File: src/rtl/toe_cam_pkg.sv
// rtl/toe_cam_pkg.sv - shared constants, encodings and FSM state for the TOE session CAM controller
package toe_cam_pkg;
    localparam int K     = 97;
    localparam int V     = 14;
    localparam int N     = 4;
    localparam int A     = 2;
    localparam int D     = 115;
    localparam int VALID = 113;

    typedef enum logic [1:0] {
        STATUS_NEW       = 2'd0,
        STATUS_REPLACED  = 2'd1,
        STATUS_NOT_FOUND = 2'd2,
        STATUS_FULL      = 2'd3
    } status_t;

    typedef enum logic {
        OP_INSERT = 1'b0,
        OP_DELETE = 1'b1
    } op_t;

    typedef enum logic {
        SRC_LKP = 1'b0,
        SRC_UPD = 1'b1
    } src_t;

    typedef enum logic [2:0] {
        S_INIT,
        S_IDLE,
        S_ISSUE,
        S_WAIT,
        S_WRITE,
        S_RESP
    } state_t;

    function automatic logic [D-1:0] makeEntry(input logic [K-1:0] key, input logic [V-1:0] value);
        logic [D-1:0] w;
        w          = '0;
        w[VALID]   = 1'b1;
        w[K+V-1:K] = value;
        w[K-1:0]   = key;
        return w;
    endfunction
endpackage

File: src/rtl/toe_cam_free_enc.sv
// rtl/toe_cam_free_enc.sv - lowest-free-slot priority encoder over the shadow valid bitmap
module toe_cam_free_enc
    import toe_cam_pkg::*;
(
    input  logic [N-1:0] ValidMap,
    output logic         Full,
    output logic [A-1:0] Addr
);
    always_comb begin
        Full = &ValidMap;
        Addr = '0;
        for (int i = N - 1; i >= 0; i--) begin
            if (!ValidMap[i]) Addr = A'(i);
        end
    end
endmodule

File: src/rtl/toe_cam_ctrl.sv
// rtl/toe_cam_ctrl.sv - arbiter/controller sharing the TOE session CAM between lookup and update clients
module toe_cam_ctrl
    import toe_cam_pkg::*;
(
    input  logic         Clk,
    input  logic         Rst,
    input  logic         LkpReqValid,
    output logic         LkpReqReady,
    input  logic [K-1:0] LkpReqKey,
    output logic         LkpRspValid,
    input  logic         LkpRspReady,
    output logic         LkpRspHit,
    output logic [V-1:0] LkpRspValue,
    input  logic         UpdReqValid,
    output logic         UpdReqReady,
    input  logic         UpdReqOp,
    input  logic [K-1:0] UpdReqKey,
    input  logic [V-1:0] UpdReqValue,
    output logic         UpdRspValid,
    input  logic         UpdRspReady,
    output logic [1:0]   UpdRspStatus,
    output logic [A-1:0] UpdRspAddr,
    output logic [A:0]   UsedCount,
    output logic         Busy,
    output logic         CamRamReq,
    output logic         CamRamOp,
    output logic [A-1:0] CamRamAddr,
    output logic [D-1:0] CamRamData,
    output logic         CamLookupReqValid,
    output logic [K-1:0] CamLookupReqKey,
    input  logic         CamLookupRespValid,
    input  logic         CamLookupRespHit,
    input  logic [A-1:0] CamLookupRespAddr,
    input  logic [V-1:0] CamLookupRespValue
);
    localparam logic [A:0] InitDone = (A+1)'(N);

    state_t       state;
    logic [A:0]   initCnt;
    logic [N-1:0] validMap;
    src_t         src;
    src_t         rr;
    op_t          op;
    logic [V-1:0] latValue;
    logic         freeFull;
    logic [A-1:0] freeAddr;
    logic         idle;

    toe_cam_free_enc uFreeEnc (
        .ValidMap(validMap),
        .Full    (freeFull),
        .Addr    (freeAddr)
    );

    // rr names the requester that wins the next tie
    assign idle        = (state == S_IDLE);
    assign LkpReqReady = idle & LkpReqValid & (~UpdReqValid | (rr == SRC_LKP));
    assign UpdReqReady = idle & UpdReqValid & (~LkpReqValid | (rr == SRC_UPD));

    always_ff @(posedge Clk or posedge Rst) begin
        if (Rst) begin
            state             <= S_INIT;
            initCnt           <= '0;
            validMap          <= '0;
            UsedCount         <= '0;
            src               <= SRC_LKP;
            rr                <= SRC_LKP;
            op                <= OP_INSERT;
            latValue          <= '0;
            Busy              <= 1'b1;
            LkpRspValid       <= 1'b0;
            LkpRspHit         <= 1'b0;
            LkpRspValue       <= '0;
            UpdRspValid       <= 1'b0;
            UpdRspStatus      <= STATUS_NEW;
            UpdRspAddr        <= '0;
            CamRamReq         <= 1'b0;
            CamRamOp          <= 1'b0;
            CamRamAddr        <= '0;
            CamRamData        <= '0;
            CamLookupReqValid <= 1'b0;
            CamLookupReqKey   <= '0;
        end else begin
            case (state)
                S_INIT: begin
                    if (initCnt == InitDone) begin
                        CamRamReq <= 1'b0;
                        CamRamOp  <= 1'b0;
                        Busy      <= 1'b0;
                        state     <= S_IDLE;
                    end else begin
                        CamRamReq  <= 1'b1;
                        CamRamOp   <= 1'b1;
                        CamRamAddr <= initCnt[A-1:0];
                        CamRamData <= '0;
                        initCnt    <= initCnt + 1'b1;
                    end
                end
                S_IDLE: begin
                    if (LkpReqReady) begin
                        src               <= SRC_LKP;
                        rr                <= SRC_UPD;
                        op                <= OP_INSERT;
                        latValue          <= '0;
                        CamLookupReqKey   <= LkpReqKey;
                        CamLookupReqValid <= 1'b1;
                        state             <= S_ISSUE;
                    end else if (UpdReqReady) begin
                        src               <= SRC_UPD;
                        rr                <= SRC_LKP;
                        op                <= op_t'(UpdReqOp);
                        latValue          <= UpdReqValue;
                        CamLookupReqKey   <= UpdReqKey;
                        CamLookupReqValid <= 1'b1;
                        state             <= S_ISSUE;
                    end
                end
                S_ISSUE: begin
                    CamLookupReqValid <= 1'b0;
                    state             <= S_WAIT;
                end
                S_WAIT: begin
                    if (CamLookupRespValid) begin
                        if (src == SRC_LKP) begin
                            LkpRspValid <= 1'b1;
                            LkpRspHit   <= CamLookupRespHit;
                            LkpRspValue <= CamLookupRespHit ? CamLookupRespValue : '0;
                            state       <= S_RESP;
                        end else if (CamLookupRespHit) begin
                            CamRamReq  <= 1'b1;
                            CamRamOp   <= 1'b1;
                            CamRamAddr <= CamLookupRespAddr;
                            UpdRspAddr <= CamLookupRespAddr;
                            if (op == OP_INSERT) begin
                                CamRamData   <= makeEntry(CamLookupReqKey, latValue);
                                UpdRspStatus <= STATUS_REPLACED;
                            end else begin
                                // Successful delete reports code 0
                                CamRamData                  <= '0;
                                UpdRspStatus                <= STATUS_NEW;
                                validMap[CamLookupRespAddr] <= 1'b0;
                                UsedCount                   <= UsedCount - 1'b1;
                            end
                            state <= S_WRITE;
                        end else if (op == OP_INSERT && !freeFull) begin
                            CamRamReq          <= 1'b1;
                            CamRamOp           <= 1'b1;
                            CamRamAddr         <= freeAddr;
                            CamRamData         <= makeEntry(CamLookupReqKey, latValue);
                            UpdRspAddr         <= freeAddr;
                            UpdRspStatus       <= STATUS_NEW;
                            validMap[freeAddr] <= 1'b1;
                            UsedCount          <= UsedCount + 1'b1;
                            state              <= S_WRITE;
                        end else begin
                            UpdRspValid  <= 1'b1;
                            UpdRspAddr   <= '0;
                            UpdRspStatus <= (op == OP_INSERT) ? STATUS_FULL : STATUS_NOT_FOUND;
                            state        <= S_RESP;
                        end
                    end
                end
                S_WRITE: begin
                    CamRamReq   <= 1'b0;
                    CamRamOp    <= 1'b0;
                    UpdRspValid <= 1'b1;
                    state       <= S_RESP;
                end
                S_RESP: begin
                    if ((src == SRC_LKP) ? LkpRspReady : UpdRspReady) begin
                        LkpRspValid <= 1'b0;
                        UpdRspValid <= 1'b0;
                        state       <= S_IDLE;
                    end
                end
                default: state <= S_INIT;
            endcase
        end
    end
endmodule

File: config.mk
export PLATFORM = sky130hd
export DESIGN_NAME = toe_cam_ctrl
export DESIGN_NICKNAME = d
export VERILOG_FILES = /design/src/rtl/toe_cam_pkg.sv /design/src/rtl/toe_cam_free_enc.sv /design/src/rtl/toe_cam_ctrl.sv
export SDC_FILE = /design/constraint.sdc
export NUM_CORES = 1
export LEC_CHECK = 0
export CAP_MARGIN = 20
export CORE_ASPECT_RATIO = 0.8
export CORE_UTILIZATION = 25
export DETAILED_ROUTE_END_ITERATION = 16
export PLACE_DENSITY = 0.5
export SLEW_MARGIN = 10
export SYNTH_ARGS = -nofsm -noshare
export SYNTH_HDL_FRONTEND = slang
export SYNTH_SLANG_ARGS = --single-unit
File: constraint.sdc
create_clock -name Clk -period 20.5 [get_ports Clk]
set_input_delay 4.1 -clock Clk [delete_from_list [all_inputs] [get_ports Clk]]
set_output_delay 4.1 -clock Clk [all_outputs]
set_load 0.02 [all_outputs]
==> impl_metrics.ini <==
[final_layout]
final_common_cell = clkdlybuf4s50_1
mostFrequentLayoutCells = 473 x clkdlybuf4s50_1, 264 x dfrtp_1, 240 x nand2_1
multi_input_area_mm2 = 0.00345
finish.instance_area_mm2 = 0.0167
nets = 1594
drive_above_1_share = 0.0521
n_antenna_cell = 0
fill_cells = 3980
ff_latch_area_mm2 = 0.00663
area_growth_pct = 58.2

[yosys]
synthArstFlopShare = 1.00
ys_warn_count = 0
syn_avg_cell_area_um2 = 11.5
yosysSeqAreaShare = 0.630
ys_types = 52
netlist_instances = 917
synth-edff-count = 0
ys_ff_latch = 265
syn_area_mm2 = 0.0105
ys.flop_type = dfrtp_1

[clock_tree]
cts_inserted_buffers = 30
cts_setup_buffers = 0
cts_buffer_depth = 3
clk-insertion-delay-late_ps = 560
ctsHoldBuffers = 0
clk_pin_slew_ps = 60
cts.sinks = 265
cts_max_level = 1
clockRootBuffer = clkbuf_16
cts_tree = built
cts_resized = 0

[min_path]
hold_start = Busy
hold_path.class = register to register
hold_depth = 2
hold_path_end = Busy

[route]
drc = 0
ant_nets = 0
wl_per_cell_um = 18.9
routed_wl_um = 36500
dr.pass1.iters = 4
drtIter0Drc = 476
num_vias = 8751
via_per_inst = 4.55

[global_routing]
grt_pass1_wl_um = 54400
grt_pass1_vias = 8870
grt_max_degree = 131
antenna_found_initial = 1
grt-ovfl-total = 0
gr-usage-all-layers = 0.164

[setup_path]
crit_type = primary input to output pin
cp.arrival_ps = 6060
critPathLaunchType = primary input
cp_max_fo = 48
regToRegEndpoint = CamLookupReqKey[72]
r2r_start = state[2]
worstPathRequired_ps = 16400
r2r_cells = 5
worst_setup_path_end_kind = output pin
reg2reg_slack_ps = 17520

[die]
initial_core_util = 0.257
io_pins = 477
die_area_mm2 = 0.0429
fp.coreArea_mm2 = 0.0410
rows = 66
dieHeight_um = 186
die_x_um = 231

[placement]
port_buffers = 473
place_area_mm2 = 0.0156
hpwl_um = 24800
gp_congestion = 0.771

[power]
leakage_uw = 0.00736
ir_worst_vdd_mv = 0.0778
finalPower_uw = 2820
p_per_area_mw_per_mm2 = 169

[sta]
clock_skew_ps = 8.74
hold_viol = 0
relSlewSlack = 0.358
post-route-period-util = 0.496
max_freq_mhz = 98.4
worstMarginPinSlew_ps = 963
tns_ps = 0
min_period_ps = 10160
rsz0062_at_grt = false
finalSetupViolCount = 0
finalMaxSlewViolations = 0

[job]
max_cap_violations = 0

[outcome]
status = completed
==> worst max-delay path, cell delays in order <==
cell and delay [ps]:
clkdlybuf4s50_1 510, nand2b_1 120, and3_4 560, clkdlybuf4s50_1 760
==> cells in the mapped netlist (2+ instances only) <==
cell type	number	share of area
dfrtp_1	264	0.63
buf_4	7	0.0050
nand3_1	4	0.0019
o21ai_0	24	0.011
nor3b_1	2	0.0014
mux2_1	2	0.0021
xnor2_1	3	0.0025
nand2b_1	2	0.0012
o31ai_1	5	0.0036
buf_6	15	0.016
inv_1	12	0.0043
and3_1	3	0.0018
nor2b_1	3	0.0018
clkbuf_1	38	0.014
nand2_1	240	0.086
a21boi_0	2	0.0014
nor3_1	2	0.00095
a31oi_1	3	0.0018
ha_1	2	0.0024
buf_1	4	0.0014
nor2_1	9	0.0032
a22o_1	126	0.10
a22oi_1	98	0.070
a21oi_1	6	0.0029
buf_2	14	0.0067
==> routing by layer <==
layer	track usage	share of wire
met5	0	0.00036
met4	0.0379	0.021
met3	0.0479	0.083
met2	0.268	0.47
met1	0.214	0.43
==> final cells by class <==
class | count | share of cell area
clock buffers | 47 | 0.0562
clock inverters | 8 | 0.00436
inverters | 12 | 0.00316
multi-input cells | 564 | 0.207
flip-flops and latches | 265 | 0.398
well taps | 544 | 0.0409
repair buffers | 485 | 0.290
==> report_power, final <==
part | total (µW) | internal [µW] | switching [µW] | leakage, µW
Combinational | 1330 | 620 | 706 | 0.00349
Clock | 545 | 324 | 220 | 0.000503
Sequential | 944 | 771 | 173 | 0.00337
==> logic make-up after synthesis <==
| family | after synthesis | synth area share |
|---|---|---|
| AND/OR/NAND/NOR | 274 | 0.105 |
| adder cells (fa/ha/maj) | 3 | 0.00428 |
| XOR/XNOR | 4 | 0.00333 |
| other | 1 | 0.000356 |
| multiplexers | 4 | 0.00416 |
| flip-flops | 265 | 0.630 |
| AO/OA/AOI/OAI | 276 | 0.206 |
| buffers and inverters | 90 | 0.0469 |
==> worst max-delay path by stage <==
stage | slack, ps | endpoint | depth (start not counted) | startpoint
after detailed placement | 10310 | UpdReqReady | 4 | LkpReqValid
after floorplan | 9100 | CamLookupReqKey[0] | 1 | Rst
after global placement | 10330 | UpdReqReady | 4 | LkpReqValid
after global routing | 10260 | UpdReqReady | 4 | LkpReqValid
final | 10340 | UpdReqReady | 4 | LkpReqValid
after CTS | 10300 | UpdReqReady | 4 | LkpReqValid
==> through the flow <==
stage               instances  utilization  worst slack [ps]  hold WS, ps
global placement         1869        0.381             10330          437
floorplan                 919            -              9100          453
global route             1925        0.406             10260          474
detailed placement       1869        0.381             10310          447
finish                   1925        0.406             10340          454
CTS                      1924        0.405             10300          457
==> sequential cells by signal, indices dropped and copies added (netlist names), 2 cells and up <==
signal and flops:
CamRamData 112, CamLookupReqKey 97, LkpRspValue 14, latValue 14, validMap 4, UsedCount 3, initCnt 3, state 3
CamRamAddr 2, UpdRspAddr 2, UpdRspStatus 2
Note: power is estimated with default switching activity, not from simulation.
==> variant 1: new RTL, same flow settings <==
Register the output `UpdRspStatus` once more, without a reset; this adds one clock of latency there. The other outputs are not delayed to match.
--- a/src/rtl/toe_cam_ctrl.sv
+++ b/src/rtl/toe_cam_ctrl.sv
@@ -34,6 +34,8 @@
     input  logic [V-1:0] CamLookupRespValue
 );
     localparam logic [A:0] InitDone = (A+1)'(N);
+
+    logic [1:0] UpdRspStatus_s0;
 
     state_t       state;
     logic [A:0]   initCnt;
@@ -72,7 +74,7 @@
             LkpRspHit         <= 1'b0;
             LkpRspValue       <= '0;
             UpdRspValid       <= 1'b0;
-            UpdRspStatus      <= STATUS_NEW;
+            UpdRspStatus_s0   <= STATUS_NEW;
             UpdRspAddr        <= '0;
             CamRamReq         <= 1'b0;
             CamRamOp          <= 1'b0;
@@ -133,11 +135,11 @@
                             UpdRspAddr <= CamLookupRespAddr;
                             if (op == OP_INSERT) begin
                                 CamRamData   <= makeEntry(CamLookupReqKey, latValue);
-                                UpdRspStatus <= STATUS_REPLACED;
+                                UpdRspStatus_s0 <= STATUS_REPLACED;
                             end else begin
                                 // Successful delete reports code 0
                                 CamRamData                  <= '0;
-                                UpdRspStatus                <= STATUS_NEW;
+                                UpdRspStatus_s0             <= STATUS_NEW;
                                 validMap[CamLookupRespAddr] <= 1'b0;
                                 UsedCount                   <= UsedCount - 1'b1;
                             end
@@ -148,14 +150,14 @@
                             CamRamAddr         <= freeAddr;
                             CamRamData         <= makeEntry(CamLookupReqKey, latValue);
                             UpdRspAddr         <= freeAddr;
-                            UpdRspStatus       <= STATUS_NEW;
+                            UpdRspStatus_s0    <= STATUS_NEW;
                             validMap[freeAddr] <= 1'b1;
                             UsedCount          <= UsedCount + 1'b1;
                             state              <= S_WRITE;
                         end else begin
                             UpdRspValid  <= 1'b1;
                             UpdRspAddr   <= '0;
-                            UpdRspStatus <= (op == OP_INSERT) ? STATUS_FULL : STATUS_NOT_FOUND;
+                            UpdRspStatus_s0 <= (op == OP_INSERT) ? STATUS_FULL : STATUS_NOT_FOUND;
                             state        <= S_RESP;
                         end
                     end
@@ -177,5 +179,9 @@
             endcase
         end
     end
+    always_ff @(posedge Clk) begin
+        UpdRspStatus <= UpdRspStatus_s0;
+    end
+
 endmodule
 
Function: no difference found for any inputs over 4 cycles, from zero or initial values and one cycle with Rst high; that may be too few to reach the edited logic, so the function may still have changed.
==> variant 1 against the unedited design <==
- clock skew increased by 0.013 ns
- register-to-register slack better by 0.13 ns
- final area is 0.68% higher
- wire length down 1.5%
- area after synthesis up 0.57%
- core utilization shrank 0.49 points
- first-iteration DRC count increased by 14%
- synthesized cell count rose by 0.87%
- total power fell by 16%
- via count is 0.90% higher
- sequential share of layout area about the same
- maximum frequency up 0.24%
- sequential cell count increased by 2
- setup slack better by 0.024 ns
- largest power group unchanged
==> variant 1: results (changes against the unedited design) <==
Synth
  – Post-synthesis mux area share: 0.425% (+0.0095 points)
  – Synth Cell Area: 10,600 um^2 (+0.57%)
  – Fraction of registers with async set/reset: 99.3% (-0.75 points)
  – Post-synthesis adder-cell area fraction: 0.425% (-0.0024 points)
  – Top cells by count, synth: 264 x dfrtp_1, 240 x nand2_1, 126 x a22o_1
  – Most area-consuming cells after synthesis: dfrtp_1 62%, a22o_1 10%, nand2_1 8.5%, a22oi_1 7.0%, buf_2 1.8%
  – Post-synthesis cell type count: 53 (+1.9%)

Placement
  – Place WS: 10.32 ns (+0.00930 ns)
  – RePlAce Congestion: 0.785 (+1.9%)
  – Placed standard-cell area: 15,700 um^2 (+0.62%)
  – Hpwl dp: 24.4 mm (-1.7%)

Final layout
  – Final clock-cell share: 6.09% (+0.033 points)
  – Share of layout cells above drive strength 1: 5.47% (+0.26 points)
  – NonClk Buf Share: 28.8% (-0.26 points)
  – Clock buf count: 48 (+2.1%)
  – Inverters: 13 (+1)
  – Area of the multi-input gates: 3500 um^2 (+1.7%)
  – Layout Cells excl Fill: 1,941 (+0.83%)
  – Area delta synth->final: 58.3%

Critical path
  – Arrival time worst endpoint: 6.04 ns (-0.02 ns)
  – Reg2reg start: state[0]
  – Worst Setup SP: UpdReqValid

Route
  – Routed wl met3: 2.82 mm (-6.5%)
  – Starting DRT DRC Count: 543 (+14%)
  – Vias post-DR: 8,830 (+0.90%)
  – Metal-1 WL: 15.7 mm (+0.75%)

STA
  – Clk_skew: 0.0221 ns (+0.0134 ns)

Clock tree
  – Clk sinks: 267 (+0.75%)

Run status
  – Outcome: finished clean

GRT
  – Met2 Use GR: 25.9% (-0.89 points)
  – Largest net degree at the start of global routing: 129 (-1.5%)
  – Total GRT Usage: 16.0% (-0.47 points)
  – First-pass GRT wire length: 53.4 mm (-1.9%)

Pwr
  – Leak: 7.52 nW (+2.2%)
variant 1: cell types whose count changed after synthesis, moves of 3 or more:
cell	unedited run	this run
nor2b_1	3	0
o21ai_0	24	9
buf_6	15	0
buf_2	14	38
clkbuf_1	38	20
a21oi_1	6	9
buf_4	7	17
nand3_1	4	17
o31ai_1	5	0
variant 1: power breakdown:
group	switching [W]	internal (W)	leakage (nW)
clock	0.000222	0.000325	0.504
sequential	0.000136	0.000699	3.48
combinational	0.000561	0.000425	3.54
variant 1: worst paths after layout:
path                                             to  slack [ns]  cells after the start
worst min-delay path                UpdRspStatus[0]        0.38                      0
worst max-delay path                    LkpReqReady       10.36                      4
worst min register to register      UpdRspStatus[0]        0.38                      0
worst max register to register  CamLookupReqKey[13]       17.65                      5
min in group asynchronous            CamRamData[55]        4.09                      2
max in group asynchronous       CamLookupReqKey[12]       14.83                      3
variant 1: worst max-delay path: stages:
cell	delay, ns
clkdlybuf4s50_1	0.51
nand2_1	0.11
and3_4	0.55
clkdlybuf4s50_1	0.73
==> variant 2: new RTL, same settings <==
Without the edit above. Change the package constant `N` from 4 to 8.
--- a/src/rtl/toe_cam_pkg.sv
+++ b/src/rtl/toe_cam_pkg.sv
@@ -2,7 +2,7 @@
 package toe_cam_pkg;
     localparam int K     = 97;
     localparam int V     = 14;
-    localparam int N     = 4;
+    localparam int N     = 8;
     localparam int A     = 2;
     localparam int D     = 115;
     localparam int VALID = 113;
Function: changed (Yosys sat finds a counterexample within 4 cycles, from zero or initial values and one cycle with Rst high).
==> variant 2 against the unedited design <==
- total power down 4.0%
- wire length is 4.0% higher
- final area grew 2.7%
- area after synthesis rose by 4.4%
- maximum frequency up 0.21%
- setup slack better by 0.021 ns
- hold slack improved by 0.013 ns
- global-route usage is 0.16 points higher
- synthesized cell count up 25%
- sequential share of layout area down 1.1 points
- clock power about the same
- sequential cell count unchanged
- critical path type unchanged
==> variant 2: results (changes against the unedited design) <==
GRT
  – Total GRT Usage: 16.6% (+0.16 points)
  – Vias in the first global route: 9,751 (+9.9%)
  – Antenna violations before repair: 0 (-1)
  – Largest net degree at the start of global routing: 89 (-32%)
  – First-pass GRT wire length: 58.6 mm (+7.8%)

Clock tree
  – TritonCTS Buffers: 30 (unchanged)
  – Clock root buffer: clkbuf_16
  – Clock transition at path regs: 0.06 ns (about the same)

Critical path
  – Arrival time worst endpoint: 6.04 ns (-0.02 ns)
  – Reg2reg setup slack: 17.46 ns (-0.06 ns)
  – CP Max Fanout: 44 (-8.3%)
  – Critical Path Max Stage Delay: 0.72 ns (-0.04 ns)
  – R2R Path End: CamLookupReqKey[96]
  – Reg2reg start: state[0]

STA
  – Setup TNS: 0 ns (unchanged)
  – Worst-Margin Slew: 0.956 ns (-0.00671 ns)
  – Clk_skew: 0.0141 ns (+0.00534 ns)

Final layout
  – Share of layout cells above drive strength 1: 4.62% (-0.59 points)
  – Filler Cell Count: 4,340 (+9.0%)
  – Final-stage net count: 1,818 (+14%)
  – Layout Cells excl Fill: 2,162 (+12%)

Synth
  – Mapped Cells: 1,145 (+25%)
  – Sequential element share of the synthesized area: 60.3% (-2.7 points)
  – Post-synthesis cell type count: 51 (-1.9%)
  – Most area-consuming cells after synthesis: dfrtp_1 60%, nand2_1 16%, a22oi_1 6.7%, o21ai_0 3.3%, o21ai_1 2.2%
  – Top cells by count, synth: 460 x nand2_1, 264 x dfrtp_1, 98 x a22oi_1

Hold path
  – Hold Path Origin: LkpRspValue[4]
  – WHS Endpoint: LkpRspValue[4]

Pwr
  – Leak: 7.44 nW (+1.1%)
  – VDD IR max: 0.0683 mV (-12%)

Route
  – Vias post-DR: 9,587 (+9.6%)
  – Starting DRT DRC Count: 406 (-15%)
  – Final WL: 37.9 mm (+4.0%)

Run status
  – Outcome: finished clean

Placement
  – Hpwl dp: 26.7 mm (+7.6%)
  – Place WS: 10.33 ns (+0.0205 ns)
  – Placed cell count: 2,107 (+13%)
  – RePlAce Congestion: 0.765 (-0.73%)
-- variant 2: logic make-up after synthesis --
family	synth area share [%]
buffers and inverters	4.87
AND/OR/NAND/NOR	18.1
XOR/XNOR	0.319
flip-flops	60.3
other	0.0341
AO/OA/AOI/OAI	15.2
adder cells (fa/ha/maj)	0.751
multiplexers	0.398
-- variant 2: worst min-delay path: cells and delay by family, from the launching register on --
family	cells	cell delay, ns
flip-flops	1	0.34
AND/OR/NAND/NOR	2	0.10
-- variant 2: cell type report --
cell class                 instances  share of cell area, %
clock buffer                      45                   5.25
clock inverter                    10                  0.629
inverter                          14                  0.351
multi-input combinational        782                   22.6
sequential                       265                   38.8
tap                              560                   4.10
timing repair buffer             486                   28.2
-- variant 2: how the worst max path moves through the flow --
stage / from / end / slack (ns) / cells past startpoint
finish: LkpReqValid / UpdReqReady / 10.36 / 4
global route: LkpReqValid / UpdReqReady / 10.27 / 4
CTS: LkpReqValid / UpdReqReady / 10.33 / 4
detailed placement: LkpReqValid / UpdReqReady / 10.33 / 4
global placement: LkpReqValid / UpdReqReady / 10.37 / 4
floorplan: Rst / CamLookupReqKey[0] / 9.10 / 1
-- variant 2: power by group --
group	internal [W]	switching, W	total, W
Clock	0.000326	0.000220	0.000546
Sequential	0.000744	0.000161	0.000905
Combinational	0.000531	0.000719	0.00125
Total	0.00160	0.00110	0.00270
-- variant 2: stage by stage --
stage	power [W]	area [um^2]	util (%)	hold slack [ns]
finish	0.00270	17100	39.6	0.467
global route	0.00289	17100	39.6	0.481
CTS	0.00276	17100	39.6	0.472
detailed placement	0.00219	16100	37.2	0.461
global placement	0.00218	16100	37.2	0.452
floorplan	0.00154	11000	-	0.465
-- variant 2: routing by layer --
| layer | track usage, % | vias up | wire (um) |
|---|---|---|---|
| li1 | - | 4704 | - |
| met1 | 21.0 | 4561 | 16400 |
| met2 | 27.8 | 277 | 17900 |
| met3 | 5.34 | 45 | 2960 |
| met4 | 3.15 | 0 | 671 |
| met5 | 0 | - | 0 |
